**src/rtl/cdb_arbiter.sv**
```systemverilog
// Round-robin Common Data Bus arbiter: grants one completed functional unit per cycle,
// broadcasts its tag/result on a registered CDB and returns the tag to the dispatch tag FIFO.
module cdb_arbiter #(
    parameter int NUM_UNITS = 4,
    parameter int TAG_W     = 6,
    parameter int DATA_W    = 32,
    localparam int PTR_W    = $clog2(NUM_UNITS)
) (
    input  logic                        clk,
    input  logic                        rst,
    input  logic [NUM_UNITS-1:0]        unit_valid,
    input  logic [NUM_UNITS*TAG_W-1:0]  unit_tag,
    input  logic [NUM_UNITS*DATA_W-1:0] unit_data,
    output logic [NUM_UNITS-1:0]        unit_ready,
    output logic                        cdb_valid,
    output logic [TAG_W-1:0]            cdb_tag,
    output logic [DATA_W-1:0]           cdb_data,
    output logic                        tag_push,
    output logic [TAG_W-1:0]            tag_in,
    input  logic                        fifo_full,
    output logic [1:0]                  dbg_state,
    output logic [PTR_W-1:0]            dbg_rr_ptr
);

    // Handshake: unit i transfers in a cycle where unit_valid[i] && unit_ready[i];
    // units hold valid and payload stable until granted, and the tag FIFO accepts
    // a push in any cycle where tag_push && !fifo_full.
    typedef enum logic [1:0] {
        IDLE  = 2'd0,
        BCAST = 2'd1,
        HOLD  = 2'd2
    } state_t;

    state_t              state, state_nxt;
    logic [PTR_W-1:0]    rr_ptr;
    logic [PTR_W-1:0]    grant_idx;
    logic [PTR_W-1:0]    cand;
    logic [PTR_W-1:0]    ptr_nxt;
    logic                grant_found;
    logic                grant_ok;
    logic                transfer;
    logic [TAG_W-1:0]    ret_tag;
    logic [DATA_W-1:0]   ret_data;

    // Rotating priority search starting at rr_ptr.
    always_comb begin
        grant_found = 1'b0;
        grant_idx   = '0;
        cand        = '0;
        for (int i = 0; i < NUM_UNITS; i++) begin
            cand = PTR_W'((int'(rr_ptr) + i) % NUM_UNITS);
            if (!grant_found && unit_valid[cand]) begin
                grant_found = 1'b1;
                grant_idx   = cand;
            end
        end
    end

    // A pending return blocks new grants until the FIFO accepts it.
    assign grant_ok = (state == IDLE) || !fifo_full;
    assign transfer = grant_found && grant_ok && !rst;
    assign ptr_nxt  = (grant_idx == PTR_W'(NUM_UNITS - 1)) ? '0 : grant_idx + 1'b1;

    always_comb begin
        unit_ready = '0;
        if (transfer) begin
            unit_ready[grant_idx] = 1'b1;
        end
    end

    always_comb begin
        state_nxt = IDLE;
        if (transfer) begin
            state_nxt = BCAST;
        end else if (state != IDLE && fifo_full) begin
            state_nxt = HOLD;
        end
    end

    always_ff @(posedge clk or posedge rst) begin
        if (rst) begin
            state <= IDLE;
        end else begin
            state <= state_nxt;
        end
    end

    always_ff @(posedge clk or posedge rst) begin
        if (rst) begin
            rr_ptr   <= '0;
            ret_tag  <= '0;
            ret_data <= '0;
        end else if (transfer) begin
            rr_ptr   <= ptr_nxt;
            ret_tag  <= unit_tag[int'(grant_idx)*TAG_W +: TAG_W];
            ret_data <= unit_data[int'(grant_idx)*DATA_W +: DATA_W];
        end
    end

    // The CDB payload and the returned tag share one register set.
    assign cdb_valid  = (state == BCAST);
    assign cdb_tag    = ret_tag;
    assign cdb_data   = ret_data;
    assign tag_push   = (state != IDLE);
    assign tag_in     = ret_tag;
    assign dbg_state  = state;
    assign dbg_rr_ptr = rr_ptr;

endmodule

```
**config.mk**
```make
export PLATFORM = sky130hd
export DESIGN_NAME = cdb_arbiter
export DESIGN_NICKNAME = d
export VERILOG_FILES = /design/src/rtl/cdb_arbiter.sv
export SDC_FILE = /design/constraint.sdc
export NUM_CORES = 1
export LEC_CHECK = 0
export BUFFER_PORTS_ARGS = -buffer_cell sky130_fd_sc_hd__buf_4
export CORE_MARGIN = 2
export CORE_UTILIZATION = 35
export CTS_CLUSTER_DIAMETER = 150
export CTS_CLUSTER_SIZE = 30
export DETAILED_ROUTE_END_ITERATION = 7
export PLACE_DENSITY = 0.74
export SETUP_SLACK_MARGIN = 0.5
export SLEW_MARGIN = 20
export SYNTH_ARGS = -nofsm -noshare
export SYNTH_HDL_FRONTEND = slang
export SYNTH_SLANG_ARGS = --single-unit
```
**constraint.sdc**
```tcl
create_clock -name clk -period 1.8 [get_ports clk]
set_input_delay 0.36 -clock clk [delete_from_list [all_inputs] [get_ports clk]]
set_output_delay 0.36 -clock clk [all_outputs]
set_load 0.005 [all_outputs]
```
Word level (Yosys, flattened, before mapping). Cells that the tools add are included.

Add/sub/neg operators: 4. Multipliers: 1. Div/mod/pow operators: 0. $lt $le $gt $ge: 6. Equality and inequality tests: 2. Shift-type cells: 2. Multiplexer cells: 22. Bitwise operators: 0. Reduce and logical (&&, ||, !) cells: 15.

Operators with widths (number): variable part select 128 x 8 -> 32 bit (1); variable part select 24 x 6 -> 6 bit (1); less-than comparator 2 x 3 -> 1 bit, second input constant (5); 2-to-1 mux 2 bit (7); 2-to-1 mux 1 bit (9); binary-select mux 1 bit (select 2 bit) (4); logical AND 1 bit (7); logical NOT 1 bit (5); adder 2 x 1 -> 2 bit, second input constant (2); adder 2 bit, second input constant (2); multiplier 2 x 2 -> 4 bit, second input constant (1); 2-to-1 mux 4 bit (1); demux 1 bit (select 2 bit) (1); == test 2 x 1 -> 1 bit, second input constant (1); == test 2 bit, second input constant (1); greater-or-equal comparator 2 x 1 -> 1 bit, second input constant (1); logical NOT 2 bit (1); nonzero test 2 bit (1); logical OR 1 bit (1).

Register bits: 42. Bits in latches: 0. Memory bits (writable): 0. Memory bits (read-only): 0. Input port bits: 159. Word-level logic and storage cells: 56. Memories: 0.

Depth between registers and ports, before layout. Gate-level depths: netlist of run 1.

Depth in word-level cells: 17. Depth in mapped cells: 9.

Worst setup path after synthesis of run 1. OpenSTA, ideal clock, no wires.

Kind: register to output. Start: reg state[0] (netlist: dbg_state[0]). End: out unit_ready[2]. Data arrival time: 1.625 ns. Path slack: -0.185 ns. Stages on the path, launching flop included: 8. Path buffers: 2. Cells stage by stage: dfrtp_1 > or2_1 > and2_4 > or3_1 > buf_6 > inv_6 > buf_4 > and3_1.

Cells in the longest elaborated chain, start to end: 5.

RTL lines: start: declaration (RTL line 34) `state_t state, state_nxt;`; start signal: assignment (RTL line 84) `state <= state_nxt;`; logical NOT 2 bit (RTL line 60) `assign grant_ok = (state == IDLE) || !fifo_full;`; logical OR 1 bit (RTL line 60); logical AND 1 bit (2 in series) (RTL line 61) `assign transfer = grant_found && grant_ok && !rst;`; 2-to-1 mux 4 bit (RTL line 66) `if (transfer) begin`; end: declaration (RTL line 14) `output logic [NUM_UNITS-1:0] unit_ready,`.

No other way between the ends.

Worst setup path in the final report of run 1.
Start: reg rr_ptr[1] (netlist: dbg_rr_ptr[1]). End: out unit_ready[2].

Cells in the longest elaborated chain, start to end: 17. Elaborated cells between the ends (all ways): 33. Classes of those cells: add/sub (3); order compare (2); mux (19); reduce/logical (9).

RTL lines: start: declaration (RTL line 35) `logic [PTR_W-1:0] rr_ptr;`; start signal: assignment (RTL line 94) `rr_ptr <= ptr_nxt;`; parallel branches: the longest is 16 deep, another holds less-than comparator 2 x 3 -> 1 bit; 2-to-1 mux 4 bit (*) (RTL line 66).

Mark *: on every way between the ends. The select of a mux whose other input is x is not followed.

==> results of run 1 <==
==> power breakdown <==
group / leakage [nW] / switching [mW] / internal (mW)
clock: 0.0482 / 0.346 / 0.310
combinational: 2.06 / 1.69 / 2.10
sequential: 0.469 / 0.290 / 1.33
total: 2.57 / 2.32 / 3.74
==> repair_timing <==
| item | 4_1_cts | 5_1_grt |
|---|---|---|
| cloned | 5 | 1 |
| pin swaps | 12 | 9 |
| gates resized for setup | 84 | 32 |
| hold buffers | 0 | 0 |
| setup buffers | 20 | 3 |
| setup endpoints to repair | 51 | 51 |
==> how the worst max path moves through the flow <==
stage / from / to / slack [ps] / cells past startpoint
2_1_floorplan: dbg_state[1]$_DFF_PP0_ / unit_ready[2] / -180 / 7
3_3_place_gp: dbg_state[1]$_DFF_PP0_ / cdb_data[4]$_DFFE_PP0P_ / -350 / 6
3_5_place_dp: dbg_state[1]$_DFF_PP0_ / cdb_data[4]$_DFFE_PP0P_ / -440 / 6
4_1_cts: dbg_state[0]$_DFF_PP0_ / unit_ready[2] / -390 / 6
5_1_grt: dbg_rr_ptr[1]$_DFFE_PP0P_ / unit_ready[1] / -420 / 7
6_report: dbg_rr_ptr[1]$_DFFE_PP0P_ / unit_ready[2] / -390 / 5
==> stage by stage <==
step                setup slack, ps  power, mW
floorplan                      -180       2.97
global placement               -353       4.45
detailed placement             -438       4.53
CTS                            -387       5.79
global route                   -423       6.42
finish                         -386       6.07
==> tightest hold or removal path: stages <==
cell,delay (ps)
buf_4,110
buf_4,130
clkinvlp_4,250
==> sequential cells by signal, indices dropped and copies added, names as in the netlist <==
register,cells
dbg_rr_ptr,2
cdb_data,32
dbg_state,2
cdb_tag,6
==> placed cells by master (no fill, tap or decap), types with 8 or more instances in the layout <==
| cell | Yosys | layout |
|---|---|---|
| and2_1 | 38 | 36 |
| dfrtp_1 | 42 | 41 |
| buf_12 | 0 | 14 |
| a311oi_2 | 0 | 11 |
| nor2_1 | 40 | 40 |
| nand2_1 | 77 | 77 |
| buf_6 | 5 | 20 |
| a2111oi_2 | 0 | 24 |
| buf_4 | 10 | 237 |
| a2111oi_4 | 0 | 8 |
| a311oi_1 | 37 | 26 |
==> routing by layer <==
layer / vias to the layer above / routed length (µm) / track usage, %
li1: 1746 / - / -
met1: 1773 / 4850 / 32.0
met5: - / 0 / 0
met3: 27 / 886 / 5.22
met2: 198 / 6710 / 49.4
met4: 0 / 284 / 7.37
==> layout make-up <==
cell class                 instances  area (µm²)  share of cell area, %
clock buffer                       7        86.3                   1.49
tap                              102         128                   2.20
multi-input combinational        254        1970                   33.9
clock inverter                     1        5.00                 0.0864
inverter                           5        30.0                  0.518
timing repair buffer             282        2530                   43.6
sequential                        42        1050                   18.2
==> kinds of logic (layout without fill, tap and decap cells) <==
family	Yosys count	count (layout)	synth area share, %
muxes	1	1	0.355
buffers and inverters	45	295	9.35
DFF	42	42	37.2
and+or+nand+nor	166	166	26.6
AOI/OAI and AO/OA	86	86	26.0
adders and majority gates	1	1	0.443
==> flow_metrics.env, run 1 <==
export IMPL_rows=32
export IMPL_clk_path_buf_depth=2
export IMPL_final_nets=750
export IMPL_power_density_nw_per_um2=1050
export IMPL_drv_cap=0
export IMPL_clk_latency_ps=290
export IMPL_utilization_pct=74.6
export IMPL_diodes=0
export IMPL_synth_ff_type="dfrtp_1"
export IMPL_ys_top_cells_by_count="nand2_1, dfrtp_1, nor2_1, a2111oi_0, and2_1"
export IMPL_cp_required_ps=1440
export IMPL_hpwl_um=8470
export IMPL_ys_types=32
export IMPL_start_kind="flop"
export IMPL_yosysSeqAreaShare_pct=37.2
export IMPL_initial_utilization_pct=36.3
export IMPL_fin_crit_sh_pct=121
export IMPL_via_count=3744
export IMPL_routed_wl_um=12700
export IMPL_dpl_cell_area_um2=4830
export IMPL_path_class="flop to output port"
export IMPL_status="finished, violations left"
export IMPL_ys_top_cells_by_area="dfrtp_1, a2111oi_0, a311oi_1, nand2_1, and2_1"
export IMPL_ys_seq_elements=42
export IMPL_grt_pass1_wl_um=18700
export IMPL_ant_nets=0
export IMPL_crit_buf_inv=2
export IMPL_clock_skew_ps=2.79
export IMPL_hold_violations=0
export IMPL_worstPathArrival_ps=1830
export IMPL_drc=0
export IMPL_leakagePower_nw=2.57
export IMPL_dr_pass1_iters=4
export IMPL_synth_area_per_cell_um2=8.28
export IMPL_crit_chain="or3b_4 > o221ai_4 > buf_8 > and3_4 > buf_6"
export IMPL_grt_max_degree=23
export IMPL_drv_slew=0
export IMPL_fin_setup_tns_ps=-13270
export IMPL_r2r_start="dbg_rr_ptr[1]$_DFFE_PP0P_"
export IMPL_area_delta_synth_final_pct=105
export IMPL_cts_htree_levels=2
export IMPL_synth_largest_area_cell="dfrtp_1"
export IMPL_numCtsBuffers=5
export IMPL_period_needed_ps=2190
export IMPL_die_y_um=93.8
export IMPL_r2r_cells=8
export IMPL_core_area_um2=7770
export IMPL_netlist_area_um2=2820
export IMPL_final_cells=693
export IMPL_end_kind="output port"
export IMPL_critical_path_top_delay_family="simple AND/OR/NAND/NOR gates"
export IMPL_finalInstanceArea_um2=5800
export IMPL_hold_slack_ps=160
export IMPL_yosysTopAreaCellShare_pct=37.2
export IMPL_vdd_ir_drop_max_uv=535
export IMPL_place_gp_congestion=0.855
export IMPL_fill_cells=582
export IMPL_synth_edf_count=0
export IMPL_io_pins=213
export IMPL_violations="negative setup slack"
export IMPL_async_flop_share_pct=100
export IMPL_dieWidth_um=93.8
export IMPL_drive_gt1_share_pct=59.2
export IMPL_antenna_found_initial=0
export IMPL_fmax_ghz=0.457
export IMPL_synth_most_common_cell="nand2_1"
export IMPL_grt_use_total_pct=27.0
export IMPL_synthCells=341
export IMPL_cpMaxStageDelayCell="dfrtp_2"
export IMPL_die_area_um2=8800
export IMPL_viasPerCell=5.40
export IMPL_critPathMaxStageDelay_ps=490
export IMPL_r2r_end="cdb_data[20]$_DFFE_PP0P_"
export IMPL_post_route_worst_setup_slack_ps=-386
export IMPL_numPortBuffers=212
export IMPL_tightest_slew_ps=352
export IMPL_dp_cells=656
export IMPL_setup_viol=44
export IMPL_syn_nets=501
export IMPL_clk_pin_slew_ps=90
export IMPL_rrSetupSlack_ps=-330
export IMPL_numClockSinks=42
export IMPL_crit_fanout=19
export IMPL_grt_pass1_vias=3853
export IMPL_yosysWarnings=0
export IMPL_post_drt_wl_per_cell_um=18.4
export IMPL_cts_root_buffer="clkbuf_8"
export IMPL_tritoncts="built"
export IMPL_hold_path_class="input pin to asynchronous set/reset pin"
export IMPL_drt_iter0_drc=156
export IMPL_overflow=0
export IMPL_relSlewSlack_pct=75.9
export IMPL_grt_setup_unrepaired="true"
(Power assumes the default switching activity.)
==> run 2: changes to the inputs <==
--- a/config.mk
+++ b/config.mk
@@ -6,6 +6,7 @@
 export NUM_CORES = 1
 export LEC_CHECK = 0
 export BUFFER_PORTS_ARGS = -buffer_cell sky130_fd_sc_hd__buf_4
+export CORE_ASPECT_RATIO = 1.5
 export CORE_MARGIN = 2
 export CORE_UTILIZATION = 35
 export CTS_CLUSTER_DIAMETER = 150
==> flow_metrics.env, run 2 (synthesis gave the netlist of run 1 again) <==
export IMPL_status="finished, violations left"
export IMPL_violations="negative setup slack"
export IMPL_numPortBuffers=212
export IMPL_ant_nets=0
export IMPL_r2r_start="dbg_state[0]$_DFF_PP0_"
export IMPL_period_needed_ps=2230
export IMPL_fin_setup_tns_ps=-14020
export IMPL_drive_gt1_share_pct=60.7
export IMPL_start_kind="flop"
export IMPL_crit_chain="or2_4 > and2_4 > or3_4 > clkinv_4 > and3_4 > buf_6"
export IMPL_final_common_cell="buf_4"
export IMPL_crit_fanout=5
export IMPL_viasPerCell=5.54
export IMPL_clk_path_buf_depth=2
export IMPL_startpoint="dbg_state[0]$_DFF_PP0_"
export IMPL_numClockSinks=42
export IMPL_vdd_ir_drop_max_uv=624
export IMPL_drt_iter0_drc=182
export IMPL_r2r_end="cdb_data[27]$_DFFE_PP0P_"
export IMPL_rows=40
export IMPL_utilization_pct=78.7
export IMPL_post_route_worst_setup_slack_ps=-430
export IMPL_grt_use_total_pct=28.6
export IMPL_power_density_nw_per_um2=1070
export IMPL_end_kind="output port"
export IMPL_via_count=3836
export IMPL_clk_latency_ps=280
export IMPL_drv_slew=0
export IMPL_fmax_ghz=0.448
export IMPL_final_nets=748
export IMPL_diodes=0
export IMPL_setup_viol=45
export IMPL_hpwl_um=8630
export IMPL_r2r_cells=8
export IMPL_tightest_slew_ps=395
export IMPL_antenna_found_initial=0
export IMPL_fin_crit_sh_pct=124
export IMPL_grt_pass1_vias=4013
export IMPL_cp_required_ps=1440
export IMPL_dr_pass1_iters=4
export IMPL_numCtsBuffers=5
export IMPL_core_area_um2=7910
export IMPL_hold_path_class="input pin to asynchronous set/reset pin"
export IMPL_area_delta_synth_final_pct=120
export IMPL_layout_common_cells="buf_4, nand2_1, dfrtp_1"
export IMPL_rrSetupSlack_ps=-410
export IMPL_drc=0
export IMPL_grt_setup_unrepaired="true"
export IMPL_grt_max_degree=28
export IMPL_io_pins=213
export IMPL_relSlewSlack_pct=73.6
export IMPL_post_drt_wl_per_cell_um=20.7
export IMPL_critPathMaxStageDelay_ps=430
export IMPL_overflow=0
export IMPL_ctsHoldBuffers=0
export IMPL_cts_htree_levels=2
export IMPL_dp_slack_ps=-424
export IMPL_worstPathArrival_ps=1870
export IMPL_hold_slack_ps=284
export IMPL_leakagePower_nw=2.63
export IMPL_clk_pin_slew_ps=60
export IMPL_grt_pass1_wl_um=19600
export IMPL_tritoncts="built"
export IMPL_initial_utilization_pct=35.7
export IMPL_cpMaxStageDelayCell="or3_4"
export IMPL_die_y_um=114
export IMPL_routed_wl_um=14300
export IMPL_path_class="flop to output port"
export IMPL_die_area_um2=8810
export IMPL_clock_skew_ps=5.97
export IMPL_endpoint="unit_ready[2]"
export IMPL_place_gp_congestion=0.884
export IMPL_hold_violations=0
export IMPL_drv_cap=0
export IMPL_dieWidth_um=77.3
export IMPL_largest_register_ffs=32
export IMPL_cts_root_buffer="clkbuf_16"
run 2: changes by cell type in the layout (fill, tap and decap cells not counted), moves of 6 or more:
cell       change
clkbuf_8       -6
clkbuf_16      +7
a2111oi_2     -22
a2111oi_4     +26
run 2: worst min path at each step:
stage,to,start
floorplan,cdb_data[0]$_DFFE_PP0P_,rst
global placement,cdb_data[16]$_DFFE_PP0P_,cdb_data[16]$_DFFE_PP0P_
detailed placement,cdb_data[30]$_DFFE_PP0P_,cdb_data[30]$_DFFE_PP0P_
CTS,dbg_state[1]$_DFF_PP0_,rst
global route,cdb_data[3]$_DFFE_PP0P_,rst
finish,dbg_state[1]$_DFF_PP0_,rst
run 2: routing by layer:
layer	global-route usage, %	part of all wire (%)
met5	0	0
met4	13.6	5.2
met3	5.14	4.7
met2	56.0	57
met1	28.4	33
run 2: report_power, final:
| group | leakage [nW] | switching, mW | total, mW | internal (mW) |
|---|---|---|---|---|
| Sequential | 0.469 | 0.300 | 1.63 | 1.33 |
| Clock | 0.0640 | 0.350 | 0.857 | 0.508 |
| Combinational | 2.10 | 1.95 | 4.19 | 2.24 |
| Total | 2.63 | 2.60 | 6.68 | 4.08 |
run 2: repair_timing:
action | CTS | global route
endpoints found under the setup margin | 49 | 51
setup buffers | 13 | 5
pin swaps | 10 | 16
gates cloned | 6 | 3
gates resized for setup | 106 | 49
run 2: layout make-up:
cell class | count | area (µm²)
clock buffer | 7 | 133
fill | 526 | 1680
inverter | 5 | 30.0
multi-input combinational | 254 | 2330
sequential | 42 | 1050
tap | 105 | 131
timing repair buffer | 280 | 2540
run 2: critical path: cells and delay by family, from the launching register on:
family | cells | cell delay, ps
buffers and inverters | 2 | 180
AND/OR/NAND/NOR | 4 | 1010
flip-flops | 1 | 410
run 2: per-stage QoR:
stage                     power [mW]  area [µm²]  instances
after floorplan                 2.97        2960        341
after global placement          4.42        4820        659
after detailed placement        4.50        4820        659
after CTS                       6.24        5830        685
after global routing            7.02        6220        693
final                           6.68        6220        693
